`config.mk`:
```
export PLATFORM = sky130hd
export DESIGN_NAME = accumulator_unit
export DESIGN_NICKNAME = d
export VERILOG_FILES = /design/src/rtl/accumulator_unit.sv
export SDC_FILE = /design/constraint.sdc
export NUM_CORES = 1
export LEC_CHECK = 0
export BUFFER_PORTS_ARGS = -buffer_cell sky130_fd_sc_hd__buf_2
export CORE_MARGIN = 1.5
export CORE_UTILIZATION = 40
export DETAILED_ROUTE_END_ITERATION = 10
export GPL_TIMING_DRIVEN = 0
export PLACE_DENSITY = 0.68
export SYNTH_ARGS = -nofsm -noshare
export SYNTH_HDL_FRONTEND = slang
export SYNTH_SLANG_ARGS = --single-unit
```
`constraint.sdc`:
```
create_clock -name clk -period 4.32 [get_ports clk]
set_clock_uncertainty 0.1 [all_clocks]
set_input_delay 0.864 -clock clk [delete_from_list [all_inputs] [get_ports clk]]
set_output_delay 0.864 -clock clk [all_outputs]
set_load 0.02 [all_outputs]
```
`src/rtl/accumulator_unit.sv`:
```
// accumulator_unit
//   Sums a job of k_len beats of four unsigned column partial sums coming out
//   of the systolic array, then emits one registered, saturated result per
//   lane for the activation stage.
//
// Parameters
//   bit_width  lane width of the saturated results
//   acc_width  internal accumulator width per lane (wide enough for 255 beats)
//
// Ports
//   clk          single clock, rising edge
//   rst_n        asynchronous active-low reset
//   start        one-cycle request to begin a job (ignored while busy)
//   k_len        number of beats in the job, sampled with start
//   psum_valid   qualifies psum1..psum4 (only honoured while accumulating)
//   psum1..4     unsigned partial sums, 2*bit_width bits each
//   busy         high while a job is accumulating or emitting
//   out1..4      saturated results, held until the next emit
//   out_valid    one-cycle pulse marking new out1..4 / sat
//   sat          per-lane saturation flags (bit0 = lane 1)
module accumulator_unit #(
    parameter int bit_width = 8,
    parameter int acc_width = 2*bit_width+8
) (
    input  logic                   clk,
    input  logic                   rst_n,
    input  logic                   start,
    input  logic [7:0]             k_len,
    input  logic                   psum_valid,
    input  logic [2*bit_width-1:0] psum1,
    input  logic [2*bit_width-1:0] psum2,
    input  logic [2*bit_width-1:0] psum3,
    input  logic [2*bit_width-1:0] psum4,
    output logic                   busy,
    output logic [bit_width-1:0]   out1,
    output logic [bit_width-1:0]   out2,
    output logic [bit_width-1:0]   out3,
    output logic [bit_width-1:0]   out4,
    output logic                   out_valid,
    output logic [3:0]             sat
);

    typedef enum logic [1:0] {
        IDLE  = 2'd0,
        ACCUM = 2'd1,
        EMIT  = 2'd2
    } state_t;

    localparam logic [acc_width-1:0] sat_max =
        {{(acc_width-bit_width){1'b0}}, {bit_width{1'b1}}};

    state_t                 state;
    state_t                 state_nx;
    logic [7:0]             cnt;
    logic [acc_width-1:0]   acc   [4];
    logic [2*bit_width-1:0] psum  [4];
    logic [bit_width-1:0]   clamp [4];
    logic [3:0]             over;

    assign psum[0] = psum1;
    assign psum[1] = psum2;
    assign psum[2] = psum3;
    assign psum[3] = psum4;

    // busy follows the state, so it is already low in the cycle out_valid
    // pulses (the EMIT->IDLE edge produces both).
    assign busy = (state != IDLE);

    always_comb begin
        over = '0;
        for (int unsigned i = 0; i < 4; i++) begin
            clamp[i] = '0;
        end
        for (int unsigned i = 0; i < 4; i++) begin
            over[i]  = (acc[i] > sat_max);
            clamp[i] = over[i] ? '1 : acc[i][bit_width-1:0];
        end
    end

    always_ff @(posedge clk or negedge rst_n) begin
        if (!rst_n) begin
            state <= IDLE;
        end else begin
            state <= state_nx;
        end
    end

    always_comb begin
        state_nx = state;
        case (state)
            IDLE: begin
                if (start) begin
                    // an empty job skips accumulation and emits zeros
                    state_nx = (k_len == 8'd0) ? EMIT : ACCUM;
                end
            end
            ACCUM: begin
                if (psum_valid && (cnt == 8'd1)) begin
                    state_nx = EMIT;
                end
            end
            EMIT:    state_nx = IDLE;
            default: state_nx = IDLE;
        endcase
    end

    always_ff @(posedge clk or negedge rst_n) begin
        if (!rst_n) begin
            cnt       <= '0;
            for (int unsigned i = 0; i < 4; i++) begin
                acc[i] <= '0;
            end
            out1      <= '0;
            out2      <= '0;
            out3      <= '0;
            out4      <= '0;
            sat       <= '0;
            out_valid <= 1'b0;
        end else begin
            out_valid <= 1'b0;
            case (state)
                IDLE: begin
                    if (start) begin
                        cnt <= k_len;
                        for (int unsigned i = 0; i < 4; i++) begin
                            acc[i] <= '0;
                        end
                    end
                end
                ACCUM: begin
                    if (psum_valid) begin
                        cnt <= cnt - 8'd1;
                        for (int unsigned i = 0; i < 4; i++) begin
                            acc[i] <= acc[i] + acc_width'(psum[i]);
                        end
                    end
                end
                EMIT: begin
                    out1      <= clamp[0];
                    out2      <= clamp[1];
                    out3      <= clamp[2];
                    out4      <= clamp[3];
                    sat       <= over;
                    out_valid <= 1'b1;
                end
                default: ;
            endcase
        end
    end

endmodule

```
# [Word-level counts from Yosys, hierarchy flattened]
# Cells that the tools add are included.
[totals] regBits=143 input_bits=76 out_inout_bits=38
[op_classes] n_addsub=5 order_cmp=4 eq_ne=6 muxes=15 reduce_logical=7
[op_table] operator="$mux 96" count=2
[op_table] operator="$pmux 96 s2" count=1
[op_table] operator="$add 24x16->24" count=4
[op_table] operator="$gt 24x8->1 const B" count=4
[op_table] operator="$mux 8" count=6
[op_table] operator="$pmux 8 s2" count=1
[op_table] operator="$eq 8x1->1 const B" count=1
[op_table] operator="$logic_not 8->1" count=1
[op_table] operator="$sub 8x1->8 const B" count=1
[op_table] operator="$mux 2" count=3
[op_table] operator="$ne 2x2->1 const B" count=3
[op_table] operator="$pmux 2 s2" count=1
[op_table] operator="$reduce_bool 2->1" count=2
[op_table] operator="$reduce_and 3->1" count=1
[op_table] operator="$eq 2x1->1 const B" count=1
[op_table] operator="$eq 2x2->1 const B" count=1
[op_table] operator="$logic_not 2->1" count=1
[op_table] operator="$reduce_and 2->1" count=1
[op_table] operator="$logic_and 1x1->1" count=1
[op_table] operator="$mux 1" count=1

# [Longest topological paths before layout]
[logic_depth] depth_word=4 mapped_depth=10

# [Worst setup path before layout]
# Ideal clock, no wire load.
[synth_path] path_type="input port to flip-flop" startpoint="input port psum4[0]" endpoint="register acc[16] in the netlist's numbering" setup_time_ns=0.119 arrival_time_ns=2.855 slack_ns=1.246 cell_stages=10 path_buffers=0 path_cell_list="ha_1 inv_1 fa_1 nor2b_4 or4_4 a31oi_4 o221ai_2 a2111oi_4 nor4_1 o21a_1"
[synth_via] elab_chain_cells=3
[synth_lines] element="start: declaration" line="33" source="input logic [2*bit_width-1:0] psum4,"
[synth_lines] element="$add 24x16->24" line="134" source="acc[i] <= acc[i] + acc_width'(psum[i]);"
[synth_lines] element="$mux 96" line="131" source="if (psum_valid) begin"
[synth_lines] element="$pmux 96 s2" line="121" source="case (state)"
[synth_lines] element="end signal: indexed assignment" line="134"
[synth_lines] element="end: declaration" line="55" source="logic [acc_width-1:0] acc [4];"
# Every way passes these cells. The select of a mux whose other input is x is not followed.
# A chain may end at the register's enable or synchronous reset.

# [Final worst setup path]
[layout_path] startpoint="input port start" endpoint="register acc[50] in the netlist's numbering"
[layout_via] elab_chain_cells=2
[layout_lines] element="start: declaration" line="27" source="input logic start,"
[layout_lines] element="$ne 2x2->1 (no source line)"
[layout_lines] element="$reduce_and 3->1 (no source line)"
# Every way passes these cells.

==> key figures <==
Worst setup path
  – Path type of the worst setup path: primary input to flip-flop
  – RR Startpoint: state[0]
  – Worst Setup Start Kind: primary input
  – Reg2Reg Setup Slack: 1000 ps
  – FF-to-FF End: acc[50]
  – Critical path capture point type: flip-flop
  – Crit-path max cell delay: 720 ps
  – Crit-path max FO: 10
  – CP most frequent cell: clkbuf_1
  – Crit-path slowest cell: buf_1
  – CP Data Required Time: 4520 ps
  – Critical path arrival: 3550 ps
  – Worst Reg-to-Reg Cells: 8
  – Crit-path cells: buf_2, nor3b_2, a21oi_2, clkbuf_1, clkbuf_1, buf_1, nand2_1, o41ai_1

Placement
  – Count of input and output buffers: 113
  – HPWL Detailed: 17,670 um
  – Pre-CTS setup slack: 504.2 ps
  – Routability cong.: 0.8568

Logic synthesis
  – YS warnings: 0
  – Number of synthesized flops with an enable pin: 0
  – Mapped Avg Cell Area: 9.238 sq um
  – Syn nets: 1,108
  – Netlist cell types: 70
  – Sequential area share after synthesis: 40.26%
  – Syn Inst Count: 962
  – Syn Std Cell Area: 0.008887 sq mm
  – Synth Flop Type: dfrtp_1
  – Async SR Flop Fraction: 100.0%
  – Flops & latches, synth: 143

Clock network
  – TritonCTS clock tree: built
  – TritonCTS buffer count: 17
  – Clk buf depth: 2
  – Worst-path clk slew: 60 ps
  – Root buf cell: clkbuf_16
  – H-tree depth: 4
  – Post-CTS sizing: 0
  – Clock insertion delay at the later pin of the skew report: 430 ps
  – Post-CTS Setup Inserts: 0
  – CTS sink cnt: 143
  – CTS hold repair buffers: 0

Power and ir drop
  – Maximum vdd drop: 0.0003620 V
  – PnR Total Power: 6.891 mW
  – Power per cell area: 663.6 mW/mm^2
  – Leak pwr: 4.624 nW

Floorplan
  – Placeable Area: 0.02182 sq mm
  – Die width: 152.1 um
  – Rows: 54
  – Die area: 0.02312 sq mm
  – Initial Util: 40.72%
  – IO Pins: 114
  – Chip Height: 152.1 um

Cells and area
  – Nets: 1,241
  – Reg area: 0.003578 sq mm
  – # diodes: 0
  – Filler cells: 2,086
  – Layout area overhead: 16.85%
  – Area of the multi-input gates: 0.005062 sq mm
  – Layout cells sized above 1: 14.54%
  – Most common cell after layout, fill and taps aside: dfrtp_1
  – Most frequent cells in the layout: 143 x dfrtp_1, 113 x buf_2, 110 x nand2_1

Worst hold path
  – Hold Crit Class: primary input to asynchronous set/reset pin

Run
  – Max-cap viol count: 0

Detailed routing
  – DRT iter0 DRCs: 472
  – DRT Wirelength: 23,960 um
  – Post-route DRC: 0
  – Via count: 7,834
  – DR vias/cell: 5.648
  – Initial DRT Pass Iterations: 5
  – Final ANT Viol Nets: 0
  – WL/cell: 17.27 um

GRT
  – Initial antenna violation count: 0
  – Met3 Track Usage GR: 4.250%
  – Met1 Usage GRT: 28.10%
  – Met2 usage: 34.48%
  – Busiest grt layer: met2
  – First-pass GRT wire length: 39,320 um
  – Tot GR Track Use: 21.13%
  – Vias in the first global route: 7,675
  – Largest net degree at the start of global routing: 89
  – Gr ovfl total: 0

Timing
  – RSZ-0062 raised after global routing: no
  – Worst-Margin Slew: 934.3 ps
  – Setup Viol. Count Final: 0
  – Worst slew margin: 37.71%
  – Period Utilization, post-route: 77.59%
  – Setup TNS Final: 0 ps
  – Fin. max-slew vios: 0
  – Max frequency: 0.2983 GHz
  – Min Hold Slack: 387.3 ps
  – Min cycle time layout: 3352 ps
  – Hold Violations, Final: 0
  – Worst setup margin: 968.0 ps

Outcome
  – Status: finished, final reports clean
## registers in the layout (all words and copies together) (netlist names)
| register | cells |
|---|---|
| cnt | 8 |
| out4 | 8 |
| out1 | 8 |
| acc | 96 |
| sat | 4 |
| state | 2 |
| out3 | 8 |
| out2 | 8 |
| out_valid | 1 |
## how the worst max path moves through the flow
| stage | slack (ps) | startpoint | end | cells after the start |
|---|---|---|---|---|
| after floorplan | 1250 | psum4[0] | acc[16] | 10 |
| after global placement | 70 | rst_n | acc[59] | 1 |
| after detailed placement | 500 | start | acc[50] | 8 |
| after CTS | 940 | start | acc[50] | 8 |
| after global routing | 800 | state[0] | acc[37] | 8 |
| final | 970 | start | acc[50] | 8 |
## synth_stat cells (16+ instances only)
library cell  instances  area share [%]
nand3_1              23             1.3
nor3_1               16            0.90
o21ai_0              94             5.3
nand2_1             110             4.6
xor2_1               29             2.9
inv_1                36             1.5
nor4_1               21             1.5
a21o_1               22             1.9
o22a_1               32             3.2
a21oi_1              70             3.9
dfrtp_1             143              40
xnor2_1              28             2.8
clkbuf_1             23            0.97
ha_1                 66             9.3
nor2_1               56             2.4
## critical path: cells and delay by family
| family | cells | cell delay [ps] |
|---|---|---|
| AND/OR/NAND/NOR | 2 | 350 |
| AO/OA/AOI/OAI | 2 | 440 |
| buffers and inverters | 4 | 1890 |
## stage by stage
stage | cells | cell area [sq um] | util (%)
after CTS | 1387 | 10390 | 47.59
final | 1387 | 10390 | 47.59
after global placement | 1355 | 9803 | 44.92
after global routing | 1387 | 10390 | 47.59
after detailed placement | 1356 | 9837 | 45.08
after floorplan | 962 | 8887 | -
## layer usage
layer / routed length [um] / up-vias / part of all wire (%)
met3: 1166 / 35 / 4.9
met4: 479 / 0 / 2.0
met2: 11330 / 190 / 47
met5: 0 / - / 0
li1: - / 3833 / -
met1: 10980 / 3776 / 46
## final cells by class
cell class	count	area share (%)
inverters	36	1.301
multi-input cells	754	48.75
clock inverters	8	0.8675
repair buffers	114	5.771
plain buffers	29	1.072
well taps	280	3.373
clock buffers	23	4.410
flip-flops and latches	143	34.46
## power breakdown
part	internal, mW	switching [mW]
sequential	1.75	0.338
combinational	1.32	2.08
clock	0.855	0.549
## logic make-up after synthesis
family	Yosys count	synth area share, %
AOI/OAI and AO/OA	318	23.84
and+or+nand+nor	303	16.61
DFF	143	40.26
adders and majority gates	70	10.19
buffers and inverters	65	2.773
xor gates and xnor gates	57	5.617
muxes	6	0.7039
Note: power is estimated with default switching activity, not from simulation.
